[config.mk]
export PLATFORM = sky130hd
export DESIGN_NAME = uart_rx_fabric
export DESIGN_NICKNAME = d
export VERILOG_FILES = /design/src/rtl/arty_uart_pkg.sv /design/src/rtl/sync_2ff.sv /design/src/rtl/uart_rx_fabric.sv
export SDC_FILE = /design/constraint.sdc
export NUM_CORES = 1
export LEC_CHECK = 0
export BUFFER_PORTS_ARGS = -buffer_cell sky130_fd_sc_hd__buf_2
export CAP_MARGIN = 20
export CORE_UTILIZATION = 52
export DETAILED_ROUTE_END_ITERATION = 8
export PLACE_DENSITY = 0.72
export SYNTH_ARGS = -nofsm -noshare
export SYNTH_HDL_FRONTEND = slang
export SYNTH_SLANG_ARGS = --single-unit
[constraint.sdc]
create_clock -name sys_clock -period 1.7 [get_ports sys_clock]
set_input_delay 0.34 -clock sys_clock [delete_from_list [all_inputs] [get_ports sys_clock]]
set_output_delay 0.34 -clock sys_clock [all_outputs]
set_load 0.02 [all_outputs]
[src/rtl/arty_uart_pkg.sv]
`default_nettype none
// ============================================================================
// Module      : arty_uart_pkg
// Description : Shared UART state encoding and bit-timing helpers.
// Revision    : 1.0 - initial release
// ============================================================================
package arty_uart_pkg;

    typedef enum logic [2:0] {
        ST_IDLE  = 3'd0,
        ST_START = 3'd1,
        ST_DATA  = 3'd2,
        ST_STOP  = 3'd3,
        ST_BREAK = 3'd4
    } uart_state_e;

    function automatic int unsigned clks_per_bit(input int unsigned clk_hz,
                                                 input int unsigned baud);
        return clk_hz / baud;
    endfunction

    function automatic int unsigned half_bit(input int unsigned clk_hz,
                                             input int unsigned baud);
        return clks_per_bit(clk_hz, baud) / 2;
    endfunction

endpackage
`default_nettype wire

[src/rtl/sync_2ff.sv]
`default_nettype none
// ============================================================================
// Module      : sync_2ff
// Description : Two-flop synchronizer for a single asynchronous bit.
// Revision    : 1.0 - initial release
// ============================================================================
module sync_2ff #(
    parameter logic RESET_VALUE = 1'b1
) (
    input  logic clk,
    input  logic rst,
    input  logic i_d,
    output logic o_q
);

    logic r_meta;
    logic r_sync;

    always_ff @(posedge clk) begin
        if (rst) begin
            r_meta <= RESET_VALUE;
            r_sync <= RESET_VALUE;
        end else begin
            r_meta <= i_d;
            r_sync <= r_meta;
        end
    end

    assign o_q = r_sync;

endmodule
`default_nettype wire

[src/rtl/uart_rx_fabric.sv]
`default_nettype none
// ============================================================================
// Module      : uart_rx_fabric
// Description : 8N1 UART receiver with valid/ready byte hand-off.
// Revision    : 1.0 - initial release
// ============================================================================
module uart_rx_fabric
    import arty_uart_pkg::*;
#(
    parameter int unsigned CLK_HZ = 100_000_000,
    parameter int unsigned BAUD   = 115200
) (
    input  logic       sys_clock,
    input  logic       reset,
    input  logic       usb_uart_rxd,
    output logic [7:0] rx_data,
    output logic       rx_valid,
    input  logic       rx_ready,
    output logic       frame_err,
    output logic       overrun,
    output logic       busy
);

    localparam int unsigned C_CLKS_PER_BIT = clks_per_bit(CLK_HZ, BAUD);
    localparam int unsigned C_HALF_BIT     = half_bit(CLK_HZ, BAUD);
    localparam int unsigned C_CNT_W        = $clog2(C_CLKS_PER_BIT);
    localparam logic [C_CNT_W-1:0] C_BIT_LAST  = C_CNT_W'(C_CLKS_PER_BIT - 1);
    localparam logic [C_CNT_W-1:0] C_HALF_LAST = C_CNT_W'(C_HALF_BIT - 1);

    logic               w_rxd;
    logic               w_fall;
    logic               r_rxd_prev;
    logic [1:0]         r_settle;
    uart_state_e        r_state;
    uart_state_e        w_state_next;
    logic [C_CNT_W-1:0] r_cnt;
    logic [C_CNT_W-1:0] w_cnt_next;
    logic [2:0]         r_bit_idx;
    logic [2:0]         w_bit_idx_next;
    logic [7:0]         r_shift;
    logic [7:0]         w_shift_next;
    logic               w_stop_ok;
    logic               w_stop_bad;
    logic [7:0]         r_data;
    logic               r_valid;
    logic               r_frame_err;
    logic               r_overrun;

    sync_2ff #(
        .RESET_VALUE (1'b1)
    ) u_sync (
        .clk (sys_clock),
        .rst (reset),
        .i_d (usb_uart_rxd),
        .o_q (w_rxd)
    );

    // The synchronizer shows its reset value for two cycles after release, so
    // the edge history is held low until real line samples have arrived.
    always_ff @(posedge sys_clock) begin
        if (reset) begin
            r_settle   <= 2'b00;
            r_rxd_prev <= 1'b0;
        end else begin
            r_settle   <= {r_settle[0], 1'b1};
            r_rxd_prev <= w_rxd & r_settle[1];
        end
    end

    assign w_fall = r_rxd_prev & ~w_rxd;

    always_ff @(posedge sys_clock) begin
        if (reset) begin
            r_state   <= ST_IDLE;
            r_cnt     <= '0;
            r_bit_idx <= '0;
            r_shift   <= '0;
        end else begin
            r_state   <= w_state_next;
            r_cnt     <= w_cnt_next;
            r_bit_idx <= w_bit_idx_next;
            r_shift   <= w_shift_next;
        end
    end

    always_comb begin
        w_state_next   = r_state;
        w_cnt_next     = r_cnt + C_CNT_W'(1);
        w_bit_idx_next = r_bit_idx;
        w_shift_next   = r_shift;
        w_stop_ok      = 1'b0;
        w_stop_bad     = 1'b0;
        case (r_state)
            ST_IDLE: begin
                w_cnt_next     = '0;
                w_bit_idx_next = '0;
                if (w_fall) begin
                    w_state_next = ST_START;
                end
            end
            ST_START: begin
                if (r_cnt == C_HALF_LAST) begin
                    w_cnt_next     = '0;
                    w_bit_idx_next = '0;
                    w_state_next   = w_rxd ? ST_IDLE : ST_DATA;
                end
            end
            ST_DATA: begin
                if (r_cnt == C_BIT_LAST) begin
                    w_cnt_next     = '0;
                    w_shift_next   = {w_rxd, r_shift[7:1]};
                    w_bit_idx_next = r_bit_idx + 3'd1;
                    if (r_bit_idx == 3'd7) begin
                        w_state_next = ST_STOP;
                    end
                end
            end
            ST_STOP: begin
                if (r_cnt == C_BIT_LAST) begin
                    w_cnt_next = '0;
                    if (w_rxd) begin
                        w_stop_ok    = 1'b1;
                        w_state_next = ST_IDLE;
                    end else begin
                        w_stop_bad   = 1'b1;
                        w_state_next = ST_BREAK;
                    end
                end
            end
            ST_BREAK: begin
                w_cnt_next = '0;
                if (w_rxd) begin
                    w_state_next = ST_IDLE;
                end
            end
            default: begin
                w_state_next = ST_IDLE;
            end
        endcase
    end

    // A held byte is only replaced when the consumer takes it in the same cycle.
    always_ff @(posedge sys_clock) begin
        if (reset) begin
            r_data      <= 8'h00;
            r_valid     <= 1'b0;
            r_frame_err <= 1'b0;
            r_overrun   <= 1'b0;
        end else begin
            r_frame_err <= w_stop_bad;
            r_overrun   <= 1'b0;
            if (w_stop_ok && (!r_valid || rx_ready)) begin
                r_data  <= r_shift;
                r_valid <= 1'b1;
            end else begin
                if (w_stop_ok) begin
                    r_overrun <= 1'b1;
                end
                if (r_valid && rx_ready) begin
                    r_valid <= 1'b0;
                end
            end
        end
    end

    assign rx_data   = r_data;
    assign rx_valid  = r_valid;
    assign frame_err = r_frame_err;
    assign overrun   = r_overrun;
    assign busy      = (r_state != ST_IDLE);

endmodule
`default_nettype wire

==> run summary, run 1 <==
Final Hold Fails: 0
Final setup fails: 0
Kind of critical path: register to output port
Post-synth net total: 194
Gp weighted congestion: 0.797
Worst Path Arrival: 1.34 ns
Reg clk slew, reported paths: 0.11 ns
Final Skew: 0.00944 ns
Sequential area share after synthesis: 45.5%
Initial DRC Count: 98
Via count: 1504
CP endpoint kind: output port
Clock latency on the worst-skew pair: 0.34 ns
Fmax: 595 MHz
Post-Place Setup Slack: -0.0269 ns
Nets: 229
Die W: 60.2 µm
H-Tree Depth: 2
Ys async rst share: 0%
CTS max path bufs: 2
Pwr per Cell Area: 811 mW/mm²
Die Area: 0.00362 mm²
I/O Buffers: 15
Yosys reg bits: 40
Hpwl dp: 2.68 mm
Syn Inst Count: 186
Setup TNS Final: 0 ns
Initial antenna violation count: 0
Commonest non-fill, non-tap cell in the layout: dfxtp_1
# IOs: 16
Number of synthesized flops with an enable pin: 0
Largest net degree at the start of global routing: 17
Min Hold Slack: 0.172 ns
Max Cap Viol: 0
Leakage: 0.910 nW
Worst slew pin tran: 0.504 ns
Syn Area/Cell: 9.46 µm²
Core area: 0.00313 mm²
Area of the mapped netlist: 0.00176 mm²
CTS sink cnt: 40
Peak supply drop: 556 µV
Ys flop type: dfxtp_1
Most frequent cells in the layout: dfxtp_1 (35), buf_4 (20), nand3_1 (14), a21oi_1 (14), buf_2 (14)
Grt ovf: 0
RSZ-0062 raised after global routing: true
Worst slew margin: 66.3%
Startpoint types: register
CP max FO: 10
WP data required: 1.36 ns
CTS tree: yes
Fin. max-slew vios: 0
Ant diodes: 0
Share of cells above drive strength 1: 29.3%
Die span in y: 60.2 µm
Synth cell types: 42
Status: finished, final reports clean
Row count: 20
Layout area overhead: 22.4%
First-pass GRT wire length: 5.95 mm
DR DRC count: 0
Final WL: 3.70 mm
Yosys warnings: 0
Fin crit share: 98.9%
Final Core Density: 68.8%
Final worst slack: 0.0186 ns
Routed vias/inst: 5.65
Worst hold-check path type: input pin to register
Root buffer cell: clkbuf_4
Num CTS Buffers: 5
GRT Util Overall: 22.2%
Min cycle time layout: 1.68 ns
Pre-antenna DRT Iters: 6
Per-cell routed wire length: 13.9 µm
Initial Utilization: 56.2%
Vias in the first global route: 1351
Count of antenna-violating nets left after detailed routing: 0
-- where the power goes --
group          internal [mW]  total (mW)  switching, mW  leakage, nW
Combinational         0.0816       0.162         0.0801        0.542
Clock                  0.308       0.608          0.299       0.0422
Sequential             0.953       0.977         0.0243        0.326
Total                   1.34        1.75          0.404        0.910
-- registers in the layout, summed over array words and instances, names as in the netlist --
name / cells
r_settle: 2
rx_data: 8
u_sync.o_q: 1
r_state: 3
rx_valid: 1
frame_err: 1
r_rxd_prev: 1
u_sync.r_meta: 1
r_bit_idx: 3
overrun: 1
r_shift: 8
r_cnt: 10
-- kinds of logic after synthesis --
| kind of cell | Yosys count | share of synthesized area [%] |
|---|---|---|
| mux | 10 | 5.76 |
| compound gates | 32 | 11.5 |
| flops | 40 | 45.5 |
| simple gates | 76 | 26.6 |
| xor+xnor | 8 | 3.98 |
| buf+inv | 16 | 3.84 |
| fa+ha+maj | 4 | 2.85 |
-- worst max-delay path: stages (launching register included) --
cell and delay [ns]:
dfxtp_1 0.43, or3_4 0.43, buf_6 0.14
-- metal layers --
metal / GRT usage (%) / vias up / share of wire [%]
li1: - / 741 / -
met1: 28.8 / 718 / 47
met2: 35.5 / 36 / 48
met3: 4.55 / 9 / 3.8
met4: 9.63 / 0 / 1.3
met5: 0 / - / 0
-- cell usage after synthesis, types with 2 or more instances --
cell        n  area [µm²]
and3_1      3        18.8
nand4_1     6        37.5
o21ai_0    10        50.1
nand3_1    14        70.1
buf_2       3        15.0
clkbuf_1    6        22.5
nor3_1     12        60.1
ha_1        4        50.1
xnor2_1     2        17.5
and4_1      3        26.3
or2_2       2        12.5
nor2b_1     3        18.8
a21oi_1    14        70.1
inv_1       5        18.8
nand2b_1    4        25.0
dfxtp_1    40         801
or3_1       3        18.8
xor2_1      6        52.6
nor2_1     11        41.3
o2111ai_1   3        26.3
mux2i_1     9        90.1
nand2_1     3        11.3
-- worst paths after layout --
path	from	endpoint	slack, ns	depth (start not counted)
worst max-delay path	r_state[0]	busy	0.02	2
worst min-delay path	usb_uart_rxd	u_sync.r_meta	0.17	2
worst max register to register	r_cnt[2]	r_state[0]	0.07	4
worst min register to register	u_sync.r_meta	u_sync.o_q	0.44	1
-- what timing repair did --
item,CTS,global route
gates resized for setup,6,10
pin swaps,1,1
buffers inserted,0,4
hold buffers,0,0
endpoints found under the setup margin,4,22
-- layout make-up --
type,count,area [µm²]
Tap cell,44,55.1
Clock buffer,6,41.3
Clock inverter,2,35.0
Fill cell,256,975
Timing Repair Buffer,39,285
Inverter,5,18.8
Sequential cell,40,807
Multi-Input combinational cell,130,911
-- through the flow --
stage / power, mW / area, µm² / std cells
floorplan: 1.07 / 1760 / 186
global placement: 1.12 / 1990 / 254
detailed placement: 1.12 / 1990 / 254
CTS: 1.73 / 2080 / 262
global route: 1.81 / 2150 / 266
finish: 1.75 / 2150 / 266
No activity file was read; power rests on OpenSTA's default activity.
==> inputs of run 2 (changes only) <==
--- a/config.mk
+++ b/config.mk
@@ -7,9 +7,10 @@
 export LEC_CHECK = 0
 export BUFFER_PORTS_ARGS = -buffer_cell sky130_fd_sc_hd__buf_2
 export CAP_MARGIN = 20
-export CORE_UTILIZATION = 52
+export CORE_UTILIZATION = 55
+export CTS_BUF_LIST = sky130_fd_sc_hd__clkbuf_4 sky130_fd_sc_hd__clkbuf_8
 export DETAILED_ROUTE_END_ITERATION = 8
-export PLACE_DENSITY = 0.72
+export PLACE_DENSITY = 0.76
 export SYNTH_ARGS = -nofsm -noshare
 export SYNTH_HDL_FRONTEND = slang
 export SYNTH_SLANG_ARGS = --single-unit
==> run summary, run 2 (same netlist as run 1, synthesis figures left out) <==
Status: finished, violations left
Failing checks: negative setup slack
Worst slew pin tran: 0.462 ns
Die Area: 0.00343 mm²
Flop pwr share: 61.9%
WP data required: 1.36 ns
Delay-heaviest family, CP: simple AND/OR/NAND/NOR gates
Combinational power share: 9.4%
Nets: 226
Layout area overhead: 18.7%
Initial antenna violation count: 0
Worst hold-check path type: input pin to register
Per-cell routed wire length: 13.9 µm
Fin crit share: 101%
Die W: 58.6 µm
Fin. max-slew vios: 0
CTS max path bufs: 2
Worst slew margin: 69.1%
Die span in y: 58.6 µm
Largest register FFs: 10
DR DRC count: 0
Fillers: 251
Design area: 0.00209 mm²
Power share of the clock group: 28.7%
Reg-to-reg setup timing slack: 0.01 ns
Multi-input logic area: 908 µm²
Via count: 1467
Gp weighted congestion: 0.814
Clock latency on the worst-skew pair: 0.34 ns
CP most frequent cell: buf_6
Fmax: 584 MHz
Setup TNS Final: -0.0134 ns
Grt ovf: 0
Row count: 20
Sw Share: 24.1%
H-Tree Depth: 2
Pre-antenna DRT Iters: 4
Ant diodes: 0
CP endpoint kind: output port
Initial Utilization: 57.6%
Commonest non-fill, non-tap cell in the layout: dfxtp_1
Buffers plus inverters on the worst setup path: 2
Critical Path, Cell by Cell: buf_6 -> or3_4 -> buf_6
Startpoint types: register
Root buffer cell: clkbuf_4
Hpwl dp: 2.47 mm
DP Area: 0.00195 mm²
Max Cap Viol: 0
# IOs: 16
Largest net degree at the start of global routing: 21
CP max FO: 5
Cts-stage hold buffer count: 0
Kind of critical path: register to output port
Leakage: 0.897 nW
Count of antenna-violating nets left after detailed routing: 0
CP max stage delay: 0.40 ns
Pwr per Cell Area: 751 mW/mm²
Vias in the first global route: 1334
Overall Power: 1.57 mW
First-pass GRT wire length: 5.79 mm
Share of cells above drive strength 1: 28.4%
CTS sink cnt: 40
CP max-delay cell: or3_4
Core area: 0.00305 mm²
I/O Buffers: 15
P_int: 1.19 mW
Register with the most flip-flops: r_cnt
Final Skew: 0.00855 ns
Final worst slack: -0.0134 ns
Final WL: 3.63 mm
Reg clk slew, reported paths: 0.11 ns
Worst Path Arrival: 1.37 ns
Initial DRC Count: 60
Peak supply drop: 481 µV
Register area: 813 µm²
CTS tree: yes
Num CTS Buffers: 5
GRT Util Overall: 22.7%
Final setup fails: 1
RSZ-0062 raised after global routing: true
Most frequent cells in the layout: dfxtp_1 (34), buf_4 (20), nand3_1 (14), a21oi_1 (14), buf_2 (14)
Switching power total: 0.379 mW
Routed vias/inst: 5.60
Final Hold Fails: 0
Min cycle time layout: 1.71 ns
## run 2: final cells by class
cell class	instances	share of cell area [%]
Tap cell	44	2.64
Clock inverter	1	0.240
Clock buffer	6	2.16
Multi-Input combinational cell	130	43.5
Timing Repair Buffer	36	11.6
Inverter	5	0.899
Sequential cell	40	38.9
## run 2: final timing paths
| check | depth (start not counted) | start | to |
|---|---|---|---|
| max | 3 | r_state[1] | busy |
| min | 2 | usb_uart_rxd | u_sync.r_meta |
| max reg2reg | 4 | r_cnt[3] | r_bit_idx[2] |
| min reg2reg | 1 | u_sync.r_meta | u_sync.o_q |
## run 2: power by group through the flow
| stage | logic, mW | registers [mW] | clock network [mW] |
|---|---|---|---|
| 6_report | 0.147 | 0.971 | 0.451 |
| 5_1_grt | 0.161 | 0.975 | 0.504 |
| 4_1_cts | 0.139 | 0.972 | 0.460 |
| 3_5_place_dp | 0.123 | 0.993 | 0 |
| 3_3_place_gp | 0.120 | 0.993 | 0 |
| 2_1_floorplan | 0.0936 | 0.979 | 0 |
## run 2: timing repair
item,CTS,global route
hold endpoints to repair,0,0
resized for setup,6,9
setup buffers,2,5
endpoints found under the setup margin,10,32
pin swaps,1,5
gates cloned,0,0
## run 2: per-layer routing
metal / global-route usage (%) / vias up / share of wire (%) / routed length [µm]
met2: 36.0 / 25 / 49 / 1780
met1: 28.4 / 706 / 47 / 1690
met3: 8.57 / 2 / 3.7 / 134
li1: - / 734 / - / -
met5: 0 / - / 0 / 0
met4: 8.16 / 0 / 0.72 / 26
## run 2: through the flow
step	std cells	hold WS (ns)	worst slack [ns]	util, %
after global routing	262	0.162	-0.0658	68.4
after detailed placement	248	0.395	-0.0344	63.7
after global placement	248	0.402	0.0536	63.7
after CTS	257	0.178	-0.0378	66.5
after floorplan	186	0.389	0.0472	-
final	262	0.183	-0.0134	68.4
